--- config.mk ---
export PLATFORM = sky130hd
export DESIGN_NAME = riscv_dtm
export DESIGN_NICKNAME = d
export VERILOG_FILES = /design/src/rtl/riscv_dtm.sv
export SDC_FILE = /design/constraint.sdc
export NUM_CORES = 1
export LEC_CHECK = 0
export ABC_AREA = 1
export CAP_MARGIN = 10
export CORE_MARGIN = 4
export CORE_UTILIZATION = 57
export CTS_CLUSTER_DIAMETER = 80
export DETAILED_ROUTE_END_ITERATION = 7
export GPL_ROUTABILITY_DRIVEN = 0
export PLACE_DENSITY = 0.81
export SLEW_MARGIN = 20
export SYNTH_ARGS = -nofsm -noshare
export SYNTH_HDL_FRONTEND = slang
export SYNTH_SLANG_ARGS = --single-unit
--- constraint.sdc ---
create_clock -name tck_i -period 1.5 [get_ports tck_i]
set_input_delay 0.15 -clock tck_i [delete_from_list [all_inputs] [get_ports tck_i]]
set_output_delay 0.15 -clock tck_i [all_outputs]
set_load 0.05 [all_outputs]
--- src/rtl/riscv_dtm.sv ---
// RISC-V Debug Transport Module: IDCODE, DTMCS and DMI data registers behind the
// JTAG TAP, plus a minimal Debug Module register file reached over DMI.
module riscv_dtm #(
    parameter logic [31:0] IDCODE = 32'h1DEAD3FF
) (
    input  logic       tck_i,
    input  logic       ntrst_i,
    input  logic       tdi_i,
    output logic       tdo_o,
    input  logic       capture_dr_i,
    input  logic       shift_dr_i,
    input  logic       update_dr_i,
    input  logic [4:0] ir_i
);

    typedef enum logic [1:0] {
        SEL_BYPASS = 2'd0,
        SEL_IDCODE = 2'd1,
        SEL_DTMCS  = 2'd2,
        SEL_DMI    = 2'd3
    } sel_e;

    localparam logic [31:0] DTMCS_VALUE = 32'h00001071;

    sel_e        sel_s;
    logic [40:0] sr_r;
    logic [40:0] sr_next_s;
    logic [6:0]  last_addr_r;
    logic [31:0] result_data_r;
    logic [31:0] data0_r;
    logic [31:0] data1_r;
    logic [31:0] progbuf0_r;
    logic [31:0] progbuf1_r;
    logic        haltreq_r;
    logic        ndmreset_r;
    logic        dmactive_r;
    logic        halted_r;

    logic        upd_s;
    logic        dmi_upd_s;
    logic        hard_reset_s;
    logic        dm_wr_s;
    logic        dm_rd_s;
    logic [6:0]  dmi_addr_s;
    logic [31:0] dmi_data_s;
    logic [1:0]  dmi_op_s;
    logic [31:0] dm_rdata_s;

    assign tdo_o      = sr_r[0];
    assign dmi_addr_s = sr_r[40:34];
    assign dmi_data_s = sr_r[33:2];
    assign dmi_op_s   = sr_r[1:0];

    // Update only acts when no higher-priority strobe is present in the same cycle.
    assign upd_s        = update_dr_i && !capture_dr_i && !shift_dr_i;
    assign dmi_upd_s    = upd_s && (sel_s == SEL_DMI);
    assign hard_reset_s = upd_s && (sel_s == SEL_DTMCS) && sr_r[17];
    assign dm_wr_s      = dmi_upd_s && (dmi_op_s == 2'd2);
    assign dm_rd_s      = dmi_upd_s && (dmi_op_s == 2'd1);

    // Instruction decode to data register select.
    always_comb begin
        sel_s = SEL_BYPASS;
        case (ir_i)
            5'b00001: sel_s = SEL_IDCODE;
            5'b10000: sel_s = SEL_DTMCS;
            5'b10001: sel_s = SEL_DMI;
            default:  sel_s = SEL_BYPASS;
        endcase
    end

    // DM register read mux; unmapped addresses read zero.
    always_comb begin
        dm_rdata_s = 32'h0000_0000;
        case (dmi_addr_s)
            7'h04:   dm_rdata_s = data0_r;
            7'h05:   dm_rdata_s = data1_r;
            7'h20:   dm_rdata_s = progbuf0_r;
            7'h21:   dm_rdata_s = progbuf1_r;
            7'h10:   dm_rdata_s = {haltreq_r, 29'h0, ndmreset_r, dmactive_r};
            7'h11:   dm_rdata_s = {20'h0, !halted_r, !halted_r, halted_r, halted_r,
                                   1'b1, 3'b000, 4'd2};
            default: dm_rdata_s = 32'h0000_0000;
        endcase
    end

    // Shift register next value: capture, then shift, over the selected width only.
    always_comb begin
        sr_next_s = sr_r;
        if (capture_dr_i) begin
            case (sel_s)
                SEL_IDCODE: sr_next_s[31:0] = IDCODE;
                SEL_DTMCS:  sr_next_s[31:0] = DTMCS_VALUE;
                SEL_DMI:    sr_next_s = {last_addr_r, result_data_r, 2'b00};
                default:    sr_next_s[0] = 1'b0;
            endcase
        end else if (shift_dr_i) begin
            case (sel_s)
                SEL_IDCODE: sr_next_s[31:0] = {tdi_i, sr_r[31:1]};
                SEL_DTMCS:  sr_next_s[31:0] = {tdi_i, sr_r[31:1]};
                SEL_DMI:    sr_next_s = {tdi_i, sr_r[40:1]};
                default:    sr_next_s[0] = tdi_i;
            endcase
        end else begin
            sr_next_s = sr_r;
        end
    end

    // Shift register state.
    always_ff @(posedge tck_i or negedge ntrst_i) begin
        if (!ntrst_i) begin
            sr_r <= 41'h0;
        end else begin
            sr_r <= sr_next_s;
        end
    end

    // DMI transaction bookkeeping: last address and returned data.
    always_ff @(posedge tck_i or negedge ntrst_i) begin
        if (!ntrst_i) begin
            last_addr_r   <= 7'h00;
            result_data_r <= 32'h0000_0000;
        end else if (hard_reset_s) begin
            last_addr_r   <= 7'h00;
            result_data_r <= 32'h0000_0000;
        end else if (dmi_upd_s) begin
            last_addr_r <= dmi_addr_s;
            if (dm_rd_s) begin
                result_data_r <= dm_rdata_s;
            end else if (dm_wr_s) begin
                result_data_r <= dmi_data_s;
            end else begin
                result_data_r <= result_data_r;
            end
        end else begin
            last_addr_r   <= last_addr_r;
            result_data_r <= result_data_r;
        end
    end

    // Debug Module register file and hart halted flag.
    always_ff @(posedge tck_i or negedge ntrst_i) begin
        if (!ntrst_i) begin
            data0_r    <= 32'h0;
            data1_r    <= 32'h0;
            progbuf0_r <= 32'h0;
            progbuf1_r <= 32'h0;
            haltreq_r  <= 1'b0;
            ndmreset_r <= 1'b0;
            dmactive_r <= 1'b0;
            halted_r   <= 1'b0;
        end else if (hard_reset_s) begin
            data0_r    <= 32'h0;
            data1_r    <= 32'h0;
            progbuf0_r <= 32'h0;
            progbuf1_r <= 32'h0;
            haltreq_r  <= 1'b0;
            ndmreset_r <= 1'b0;
            dmactive_r <= 1'b0;
            halted_r   <= 1'b0;
        end else if (dm_wr_s) begin
            case (dmi_addr_s)
                7'h04: data0_r    <= dmi_data_s;
                7'h05: data1_r    <= dmi_data_s;
                7'h20: progbuf0_r <= dmi_data_s;
                7'h21: progbuf1_r <= dmi_data_s;
                7'h10: begin
                    haltreq_r  <= dmi_data_s[31];
                    ndmreset_r <= dmi_data_s[1];
                    dmactive_r <= dmi_data_s[0];
                    // resumereq wins over a simultaneous haltreq
                    if (dmi_data_s[30]) begin
                        halted_r <= 1'b0;
                    end else if (dmi_data_s[31]) begin
                        halted_r <= 1'b1;
                    end else begin
                        halted_r <= halted_r;
                    end
                end
                default: data0_r <= data0_r;
            endcase
        end else begin
            halted_r <= halted_r;
        end
    end

endmodule

-- After elaboration in Yosys (flattened, before gate mapping)
Cells that the tools add are included.
- register bits after elaboration: 212
- bits in latches: 0
- bits in writable memories: 0
- memory bits (read-only): 0
- input bits: 11
- output and inout port bits: 1
- logic and storage cells: 102
- memories: 0
- add/subtract/negate cells: 0
- $mul: 0
- div/mod/pow operators: 0
- magnitude comparators: 0
- equal/unequal tests: 15
- shift-type cells: 0
- multiplexer cells: 42
- bitwise logic cells: 0
- reduce and logical (&&, ||, !) cells: 32
- operators with widths (operator ; number):
    32-bit two-way mux ; 16
    32-bit one-hot mux with 6 select lines ; 1
    31-bit one-hot mux with 3 select lines ; 1
    41-bit two-way mux ; 2
    31-bit one-hot mux with 2 select lines ; 1
    9-bit two-way mux ; 2
    1-bit two-way mux ; 16
    2-bit nonzero test ; 8
    7-bit by 3-bit equality test with 1-bit output, second input constant ; 2
    7-bit by 5-bit equality test with 1-bit output, second input constant ; 2
    7-bit by 6-bit equality test with 1-bit output, second input constant ; 2
    7-bit two-way mux ; 2
    2-bit AND reduction ; 7
    5-bit equality test, second input constant ; 2
    3-bit nonzero test ; 3
    1-bit logical AND ; 7
    2-bit equality test, second input constant ; 3
    2-bit one-hot mux with 3 select lines ; 1
    3-bit AND reduction ; 2
    5-bit by 1-bit equality test with 1-bit output, second input constant ; 1
    2-bit by 1-bit equality test with 1-bit output, second input constant ; 2
    4-bit by 1-bit inequality test with 1-bit output, second input constant ; 1
    1-bit logical NOT ; 3
    3-bit OR reduction ; 1
    2-bit OR reduction ; 1

-- Logic depth before layout (Yosys ltp)
Gate-level depths: netlist of the first run.
- depth in word-level cells: 9
- mapped depth: 12
- mapped depth without buffers: 11

-- Least setup slack after synthesis of the first run
OpenSTA, ideal clock, no wires.
- kind: register -> register
- from: reg sr_r[0]
- to: reg result_data_r[23]
- library setup time: 117 ps
- arrival time: 1583 ps
- required time: 1383 ps
- slack: -200 ps
- stages on the path, launching flop included: 10
- path buffers: 2
- clock period less this slack: 1700 ps
- path through: dfrtp_1 -> inv_1 -> nor2_1 -> nand3_1 -> buf_2 -> clkbuf_1 -> nand2_1 -> nand2_1 -> nand2_1 -> nand2_1
- cells in the longest elaborated chain, start to end: 5
- elaborated cells between the ends (all ways): 9
- those cells by class: eq/ne (2); mux (3); reduce/logical (4)
- ends and longest elaborated chain (element ; RTL line ; source):
    from (decl) ; 26 ; logic [40:0] sr_r;
    from (signal assigned) ; 114 ; sr_r <= sr_next_s;
    2-bit by 1-bit equality test with 1-bit output ; 59 ; assign dm_rd_s = dmi_upd_s && (dmi_op_s == 2'd1);
    1-bit logical AND ; 59 ;
    32-bit two-way mux ; 128 ; if (dm_rd_s) begin
    32-bit two-way mux ; 126 ; end else if (dmi_upd_s) begin
    32-bit two-way mux ; 123 ; end else if (hard_reset_s) begin
    to (signal assigned) ; 129 ; result_data_r <= dm_rdata_s;
    to (signal assigned) ; 131 ; result_data_r <= dmi_data_s;
    to (signal assigned) ; 133 ; result_data_r <= result_data_r;
    to (decl) ; 29 ; logic [31:0] result_data_r;
Several ways; a longest one is shown, not always the timed one. The select of a mux whose other input is x is not followed.
A chain may end at the register's enable or synchronous reset.

-- Worst setup path in the final report of the first run
- from: reg sr_r[34]
- to: reg result_data_r[11]
- cells in the longest elaborated chain, start to end: 5
- elaborated cells between the ends (all ways): 10
- those cells by class: eq/ne (6); mux (4)
- ends and longest elaborated chain (element ; RTL line ; source):
    7-bit by 5-bit equality test with 1-bit output (tied with other cells) ; 75 ; case (dmi_addr_s)
    32-bit one-hot mux with 6 select lines (*) ; 75 ;
    32-bit two-way mux (*) ; 128 ;
    32-bit two-way mux (*) ; 126 ;
    32-bit two-way mux (*) ; 123 ;
Every way passes the cells marked *; elsewhere a longest branch is shown, timed or not. The select of a mux whose other input is x is not followed.

==> impl_metrics.toml, run 1 <==
[run_status]
status = "finished, violations left"
violations = "negative setup slack"

[synthesis]
async_reset_ff_frac = 1.00
syn-num-nets = 1376
synth_common_cells = "nand2_1, dfrtp_1, nand3_1"
syn_avg_cell_area_um2 = 7.50
dominantRegCellSynth = "dfrtp_1"
synth.top_cell.area_share = 0.518
yosysWarnings = 0
synth_largest_area_cell = "dfrtp_1"
synth-edff-count = 0
synthCells = 1365
synthesis.area_um2 = 10200
yosysSeqAreaShare = 0.518
synth_most_common_cell = "nand2_1"
ys_ff_latch = 212
ys_types = 26
synth_area_leaders = "dfrtp_1, nand2_1, nand3_1, o21ai_0, inv_1"

[grt]
grt_pass1_wl_um = 53400
grt_use_met2 = 0.526
use_met3 = 0.0729
grt_pass1_vias = 10287
use_met1 = 0.430
grt_max_degree = 52
grt_antenna_before_repair = 0
grtUsageTotal = 0.332
grt.busiest_layer = "met2"
overflow = 0

[worst_setup_path]
r2r-end = "result_data_r[11]$_DFFE_PN0P_"
end_kind = "flop"
crit_path_start = "sr_r[34]$_DFFE_PN0P_"
cp-endpoint = "result_data_r[11]$_DFFE_PN0P_"
required_ns = 1.90
worstPathCellList = "buf_4 > nand2_4 > nor2_4 > buf_6 > buf_12 > nand3_2 > nand3_1 > o21bai_1 > nand2_1 > nand2_2 > nand2_1"
cpMostUsedCell = "nand2_1"
path_class = "flop to flop"
critical-path-slowest-cell = "dfrtp_1"
start_kind = "flop"
path_max_fanout = 13
r2r-start = "sr_r[34]$_DFFE_PN0P_"
ff2ff_setup_slack_ns = -0.37
slowest_delay_ns = 0.40
worstPathArrival_ns = 2.27
reg2regPathDepth = 11

[sta]
finalCritPeriodShare = 1.24
hold_viol = 0
rsz0062_at_grt = "true"
skew_ns = 0.0234
tns_ns = -39.05
period_needed_ns = 1.87
max_slew_margin = 0.591
fmax_ghz = 0.536
drv_slew = 0
tightestPinTransition_ns = 0.611
setup_viol = 168
setup_slack_ns = -0.366

[cts]
cts-buffers-inserted = 23
clk_pin_slew_worst_paths_ns = 0.06
clk_latency_ns = 0.53
cts.sinks = 212
cts_buffer_depth = 3
htreeDepth = 1
cts_tree = "built"
cts_root_buf = "clkbuf_16"

[power_and_ir_drop]
p_per_area_nw_per_um2 = 1110
p_leak_nw = 7.22
irDropWorstVdd_uv = 1310

[route]
wl_um = 40900
via_per_inst = 6.60
antenna_left = 0
dr.pass1.iters = 7
drc = 0
drtIter0Drc = 1862
wire_per_inst_um = 23.8
vias = 11334

[final_layout]
num-nets-final = 1487
antenna_cells = 0
instances_no_fill = 1717
fin_util = 0.795
drive_above_1_share = 0.263
area_growth_pct = 35.8

[place]
hpwl_um = 20300
io_buffers = 11
dpl.cell_count = 1635

[floorplanning]
die_w_um = 142
die-area_um2 = 20200
fp.dieH_um = 142
ios = 12
rows = 48
core-area_um2 = 17500
initial_utilization = 0.586

[flow_run]
drv_cap = 0

[hold_path]
min_path_type = "input port to asynchronous set/reset pin"
worst max-delay path: cells and delay by family, from the launching register on:
family,cells,cell delay [ns]
AO/OA/AOI/OAI,1,0.33
buffers and inverters,3,0.43
flip-flops,1,0.40
AND/OR/NAND/NOR,7,0.59
per-stage QoR:
stage	instance area [um^2]	setup slack, ns	hold slack, ns	power [mW]
6_report	13900	-0.366	0.163	15.4
5_1_grt	13900	-0.427	0.200	15.8
4_1_cts	12700	-0.174	0.179	14.7
3_5_place_dp	11500	-0.625	0.143	8.70
3_3_place_gp	11500	-0.611	0.145	8.64
2_1_floorplan	10300	0.00205	-0.146	7.63
state kept, by name, summed over array words and instances, names as in the netlist:
signal,flops
result_data_r,32
data0_r,32
progbuf0_r,32
data1_r,32
progbuf1_r,32
last_addr_r,7
dmactive_r,1
haltreq_r,1
halted_r,1
ndmreset_r,1
sr_r,41
metal layers:
layer,vias up,share of wire
met1,5273,0.33
met5,-,0
met2,1096,0.44
met4,0,0.088
li1,4584,-
met3,381,0.14
power breakdown:
part	leakage, nW	total [mW]	switching, mW	internal [mW]
clock network	0.386	5.95	2.39	3.56
logic	4.00	3.02	1.89	1.13
registers	2.84	6.44	0.338	6.10
total	7.22	15.4	4.62	10.8
repair_timing:
item,CTS,global route
hold buffers,1,0
resized for setup,59,245
endpoints found under the setup margin,197,203
setup buffers,10,16
endpoints found under the hold margin,147,0
cloned,4,13
pin swaps,15,55
placed cells by master (no fill, tap or decap), types with 2 or more instances in the layout:
cell type / instances
nand2_4: 38
o21ai_1: 22
clkbuf_16: 34
nand2_8: 2
dfrtp_2: 3
buf_16: 4
clkinv_2: 2
bufinv_16: 2
buf_8: 5
nor3_4: 2
nand3_2: 11
o21ai_2: 15
a22oi_1: 6
dlymetal6s2s_1: 3
clkbuf_8: 9
a21oi_1: 24
inv_2: 12
nor2_2: 2
inv_1: 65
buf_4: 76
nand2_2: 92
clkbuf_1: 4
buf_6: 26
nor2_4: 17
buf_12: 35
nand3_1: 152
nand4_1: 4
o21bai_1: 5
o21ai_0: 46
dfrtp_1: 209
o211ai_1: 8
o22ai_1: 25
clkdlybuf4s50_1: 6
nand2_1: 468
nor2_1: 47
final cells by class:
class	count	area (um^2)
clock buffer	35	701
fill	961	3580
multi-input combinational	992	5070
inverter	79	299
tap	225	282
timing repair buffer	168	2150
sequential	212	5310
clock inverter	6	86.3
cells by family (layout without fill, tap and decap cells):
family                 count (synthesis)  in the layout  synth area share
AND/OR/NAND/NOR                      838            838             0.334
buffers and inverters                161            288            0.0634
flip-flops                           212            212             0.518
AO/OA/AOI/OAI                        154            154            0.0839
worst min path at each step:
stage,start,to,slack [ns],cells after the start
floorplan,ntrst_i,data0_r[0]$_DFFE_PN0P_,-0.15,0
global placement,ntrst_i,data0_r[9]$_DFFE_PN0P_,0.15,1
detailed placement,ntrst_i,progbuf1_r[31]$_DFFE_PN0P_,0.14,1
CTS,ntrst_i,progbuf1_r[7]$_DFFE_PN0P_,0.18,2
global route,ntrst_i,sr_r[12]$_DFFE_PN0P_,0.20,2
finish,ntrst_i,sr_r[13]$_DFFE_PN0P_,0.16,2
No activity file was read; power rests on OpenSTA's default activity.
==> inputs of run 2 (changes only) <==
Settings changed: CORE_UTILIZATION 57 to 65, PLACE_DENSITY 0.81 to 0.87, SKIP_CTS_REPAIR_TIMING from default to 1.
Clock period 1.5 ns to 2.2 ns, I/O delays scaled along.
==> run 2 against run 1 <==
Compared with the run above: critical path depth shrank 1; count of clock-buffer cells in the layout down 4; first-iteration DRC count down 28%; critical endpoint is now result_data_r[19]$_DFFE_PN0P_; fmax fell by 13%; largest cell class unchanged; flip-flop and latch count is the same; combinational power decreased by 53%; total power fell by 36%; the run now ends clean; cell area down 16%.
==> impl_metrics.toml, run 2 (synthesis results as in run 1) <==
[final_layout]
area_growth_pct = 14.5
fin_util = 0.766
largest_reg_flops = 41
num-nets-final = 1399
drive_above_1_share = 0.0892
antenna_cells = 0
regMostFlops = "sr_r"
final_cell_mix = "nand2_1, dfrtp_1, nand3_1"
layout_commonest_cell = "nand2_1"

[run_status]
status = "finished, final reports clean"

[cts]
clk_latency_ns = 0.52
cts.sinks = 212
cts-buffers-inserted = 22
cts_root_buf = "clkbuf_16"
cts_buffer_depth = 3
cts_tree = "built"
clk_pin_slew_worst_paths_ns = 0.06
htreeDepth = 1

[worst_setup_path]
slowest_delay_ns = 0.42
end_kind = "flop"
cpMostUsedCell = "nand2_1"
critical-path-slowest-cell = "o21ai_0"
reg2regPathDepth = 10
required_ns = 2.65
start_kind = "flop"
ff2ff_setup_slack_ns = 0.06
path_max_fanout = 18
r2r-end = "result_data_r[19]$_DFFE_PN0P_"
path_class = "flop to flop"
cp_top_family = "simple AND/OR/NAND/NOR gates"
r2r-start = "sr_r[35]$_DFFE_PN0P_"
critPathBufInv = 2
worstPathArrival_ns = 2.59
worstPathCellList = "inv_1 > nand2_1 > nor2_1 > nand2_1 > buf_4 > o21ai_0 > o21ai_0 > nand2_1 > nand2_1 > nand2_1"

[sta]
setup_viol = 0
tightestPinTransition_ns = 0.637
skew_ns = 0.0119
tns_ns = 0
hold_viol = 0
drv_slew = 0
period_needed_ns = 2.14
rsz0062_at_grt = "false"
max_slew_margin = 0.575
finalCritPeriodShare = 0.973
fmax_ghz = 0.467

[route]
via_per_inst = 6.15
drtIter0Drc = 1344
dr.pass1.iters = 6
vias = 9916
antenna_left = 0
drc = 0
wire_per_inst_um = 19.0
wl_um = 30600

[floorplanning]
die-area_um2 = 17800
rows = 45
ios = 12
die_w_um = 133
fp.dieH_um = 133
core-area_um2 = 15300
initial_utilization = 0.668

[hold_path]
min_path_type = "input port to asynchronous set/reset pin"

[power_and_ir_drop]
p_leak_nw = 6.38
p_per_area_nw_per_um2 = 838
irDropWorstVdd_uv = 662

[place]
hpwl_um = 19000
io_buffers = 11

[grt]
grt_antenna_before_repair = 0
grtUsageTotal = 0.349
grt_pass1_vias = 9706
overflow = 0
grt_max_degree = 65
grt_pass1_wl_um = 49900

[flow_run]
drv_cap = 0
[run 2: how the worst max path moves through the flow]
stage,endpoint,depth (start not counted),startpoint
2_1_floorplan,result_data_r[23]$_DFFE_PN0P_,9,sr_r[0]$_DFFE_PN0P_
3_3_place_gp,data0_r[23]$_DFFE_PN0P_,11,ir_i[1]
3_5_place_dp,progbuf1_r[24]$_DFFE_PN0P_,10,ir_i[1]
4_1_cts,result_data_r[19]$_DFFE_PN0P_,10,sr_r[35]$_DFFE_PN0P_
5_1_grt,result_data_r[20]$_DFFE_PN0P_,10,sr_r[35]$_DFFE_PN0P_
6_report,result_data_r[19]$_DFFE_PN0P_,10,sr_r[35]$_DFFE_PN0P_
[run 2: stage by stage]
| stage | worst slack, ns | std cells | power, mW | area, um^2 | hold slack (ns) |
|---|---|---|---|---|---|
| global placement | 0.0518 | 1574 | 5.75 | 10900 | 0.254 |
| detailed placement | 0.0166 | 1574 | 5.80 | 10900 | 0.254 |
| floorplan | 0.500 | 1365 | 5.19 | 10200 | -0.0756 |
| CTS | 0.148 | 1611 | 9.77 | 11700 | -0.276 |
| global route | 0.00689 | 1612 | 10.1 | 11700 | 0.347 |
| finish | 0.0602 | 1612 | 9.82 | 11700 | 0.277 |
[run 2: power breakdown]
part	total, mW	internal (mW)	leakage (nW)	switching (mW)
clock network	4.02	2.47	0.371	1.55
logic	1.43	0.430	3.16	0.997
registers	4.37	4.16	2.84	0.216
total	9.82	7.06	6.38	2.76
[run 2: per-layer routing]
metal / GRT usage / part of all wire / vias to the layer above
met5: 0 / 0 / -
met4: 0.209 / 0.068 / 0
met3: 0.0532 / 0.093 / 159
met2: 0.563 / 0.47 / 660
met1: 0.450 / 0.37 / 4694
li1: - / - / 4403
[run 2: final cells by class]
class / count / area (um^2)
clock inverters: 6 / 133
clock buffers: 31 / 636
fillers: 1070 / 3590
repair buffers: 81 / 779
flip-flops and latches: 212 / 5310
multi-input cells: 992 / 4310
inverters: 79 / 297
well taps: 211 / 264
==> RTL change (config.mk and constraints of run 1) <==
`IDCODE`: 32'h1DEAD3FF -> 32'h0EF569FF.
--- a/src/rtl/riscv_dtm.sv
+++ b/src/rtl/riscv_dtm.sv
@@ -1,7 +1,7 @@
 // RISC-V Debug Transport Module: IDCODE, DTMCS and DMI data registers behind the
 // JTAG TAP, plus a minimal Debug Module register file reached over DMI.
 module riscv_dtm #(
-    parameter logic [31:0] IDCODE = 32'h1DEAD3FF
+    parameter logic [31:0] IDCODE = 32'h0EF569FF
 ) (
     input  logic       tck_i,
     input  logic       ntrst_i,
Check against the original RTL: not equivalent (a bounded check fails within 10 cycles, from zero or initial values and one cycle with ntrst_i low).
==> RTL change against run 1 <==
- the run ends with design-rule violations, negative setup slack left
- worst setup slack got worse by 0.14 ns
- design area up 3.6%
- die area is 0.89% higher
- total power up 11%
- cell count is 0.93% lower
- area after synthesis rose by 0.94%
- sequential cell count unchanged
- routed wire length rose by 18%
- sequential power is 13% higher
==> RTL change: results (changes against run 1) <==
* Vias in the first global route at 10400 (was 10300)
* Global-route wire length before repair at 54.7 mm (was 53.4 mm)
* Met1 wire length at 14.5 mm (was 13.4 mm)
* WP data arrival at 2.39 ns (was 2.27 ns)
* Worst-path clk slew at 0.08 ns (was 0.06 ns)
* Initial antenna violation count at 1 (was 0)
* Fillers at 813 (was 961)
* Cell Int Power at 11400 uW (was 10800 uW)
* Syn_area_per_cell at 7.84 um2 (was 7.50 um2)
* Setup ws final at -0.510 ns (was -0.366 ns)
* Dominant cells by area after synthesis: dfrtp_1 (51%), nand2_1 (12%), o21ai_0 (11%) (was dfrtp_1 (52%), nand2_1 (22%), nand3_1 (8.0%))
* Share of cells above drive strength 1 at 29.6% (was 26.3%)
* Largest fanout on the critical path at 11 (was 13)
* # H-tree levels at 1 (unchanged)
* Antenna diode count at 0 (unchanged)
* Overflow left after global routing at 0 (unchanged)
* Post-synth ARST share at 100% (unchanged)
* Status: finished with violations (unchanged)
* Max incr delay on CP at 0.40 ns (about the same)
* Failing checks: design-rule violations, negative setup slack (was negative setup slack)
* Pleak at 0.00699 uW (was 0.00722 uW)
* R2r endpoint: progbuf1_r[21] (was result_data_r[11])
* Post-synth top cells: nand2_1 (342), o21ai_0 (223), dfrtp_1 (212) (was nand2_1 (600), dfrtp_1 (212), nand3_1 (164))
* WL/cell at 28.4 um (was 23.8 um)
* Dpl cells at 1593 (was 1635)
* Clock Path Buffers at 3 (unchanged)
* R2R cell count at 10 (was 11)
* Sequential cell area fraction in the yosys report at 51.3% (was 51.8%)
* DR WL met3 at 8.27 mm (was 5.90 mm)
* DP Worst Slack at -0.576 ns (was -0.625 ns)
* Largest net degree at the start of global routing at 50 (was 52)
* CTS buffer count at 23 (unchanged)
* Worst-Skew Late Latency at 0.55 ns (was 0.53 ns)
* Root Buffer Master: clkbuf_16 (unchanged)
* Delay-heaviest family, CP: simple AND/OR/NAND/NOR gates (unchanged)
* Met2 WL at 20.0 mm (was 17.9 mm)
* Worst-Margin Slew at 0.640 ns (was 0.611 ns)
* Number of vias per cell at 6.99 (was 6.60)
* Dpl hpwl at 19.6 mm (was 20.3 mm)
* Fin nets at 1471 (was 1487)
* Clk_skew at 0.0255 ns (was 0.0234 ns)
* Max layer used: met5 (was met4)
* Drt initial violations at 2536 (was 1862)
* Total Routing Usage GR at 34.2% (was 33.2%)
* Drt pass-1 iters at 8 (was 7)
* Worst vdd ir at 1.24 mV (was 1.31 mV)
* Post-synthesis net count at 1329 (was 1376)
* Largest register FFs at 41 (unchanged)
* Final setup viols at 169 (was 168)
* Input/output buffers at 11 (unchanged)
* DRC at 99 (was 0)
* Yosys warnings at 0 (unchanged)
* Reg2reg start: sr_r[35] (was sr_r[34])
* Final wirelength at 48.3 mm (was 40.9 mm)
* Post-synth cell types at 26 (unchanged)
[RTL change: cell count changes after synthesis, sizes merged, moves of 3 or more]
cell / before / now
o22ai: 25 / 12
nand3: 164 / 87
o21bai: 6 / 0
a21oi: 24 / 36
a22oi: 6 / 3
buf: 37 / 46
o21ai: 83 / 279
inv: 78 / 191
nand4: 5 / 2
nand2: 600 / 347
clkbuf: 45 / 27
[RTL change: layout make-up]
cell class	count	area share (%)
tap	225	1.96
multi-input combinational	842	33.5
clock inverter	8	0.826
inverter	191	5.05
timing repair buffer	190	17.2
sequential	212	36.9
clock buffer	33	4.61
[RTL change: layer usage]
layer  vias up  GRT usage (%)
met5         -              0
met4         6           17.7
met3       592           9.11
met2      1429           54.1
met1      5375           43.5
li1       4494              -
[RTL change: power groups by stage]
stage / combinational [uW] / clock (uW) / sequential (uW)
detailed placement: 2610 / 0 / 7120
CTS: 2840 / 5910 / 7050
finish: 3790 / 6100 / 7260
global placement: 2520 / 0 / 7090
floorplan: 1580 / 0 / 7000
global route: 3970 / 6290 / 7270
[RTL change: per-stage QoR]
stage / hold slack, ns / utilization, % / power [uW] / TNS [ns] / cell area, um2
3_5_place_dp: 0.148 / 65.6 / 9730 / -100.51 / 11500
6_report: 0.156 / 82.1 / 17200 / -38.78 / 14400
2_1_floorplan: -0.146 / - / 8570 / -0.245 / 10400
3_3_place_gp: 0.152 / 65.6 / 9620 / -88.50 / 11500
4_1_cts: 0.166 / 74.8 / 15800 / -9.52 / 13100
5_1_grt: 0.192 / 82.1 / 17500 / -40.21 / 14400
[RTL change: how the worst max path moves through the flow]
stage                     startpoint                to  slack, ns  cells past startpoint
after floorplan             sr_r[35]  result_data_r[3]      -0.01                     10
after global placement       ir_i[0]        ndmreset_r      -0.50                     11
after detailed placement     ir_i[4]        dmactive_r      -0.58                      9
after CTS                   sr_r[40]       data1_r[15]      -0.12                     10
after global routing        sr_r[17]       data0_r[11]      -0.53                      6
final                       sr_r[35]    progbuf1_r[21]      -0.51                     10
[RTL change: what timing repair did]
item / CTS / global route
gates resized for setup: 167 / 298
setup buffers: 30 / 22
endpoints found under the setup margin: 164 / 198
gates cloned: 10 / 12
pin swaps: 23 / 38
hold buffers: 1 / 0
hold endpoints to repair: 133 / 0
[RTL change: kinds of logic (layout without fill, tap and decap cells)]
family | count (synthesis) | in the layout | share of synthesized area [%]
AOI/OAI and AO/OA | 340 | 340 | 17.3
buffers and inverters | 264 | 422 | 10.8
DFF | 212 | 212 | 51.3
and+or+nand+nor | 502 | 502 | 20.6
[RTL change: worst register-to-register path: stages (launching register included)]
cell and delay (ns):
dfrtp_1 0.40, inv_2 0.11, nand2_2 0.11, nor2_4 0.15
nand2_2 0.09, buf_12 0.16, nor2_4 0.13, buf_4 0.13
buf_6 0.15, nand2_1 0.11, o21ai_1 0.32
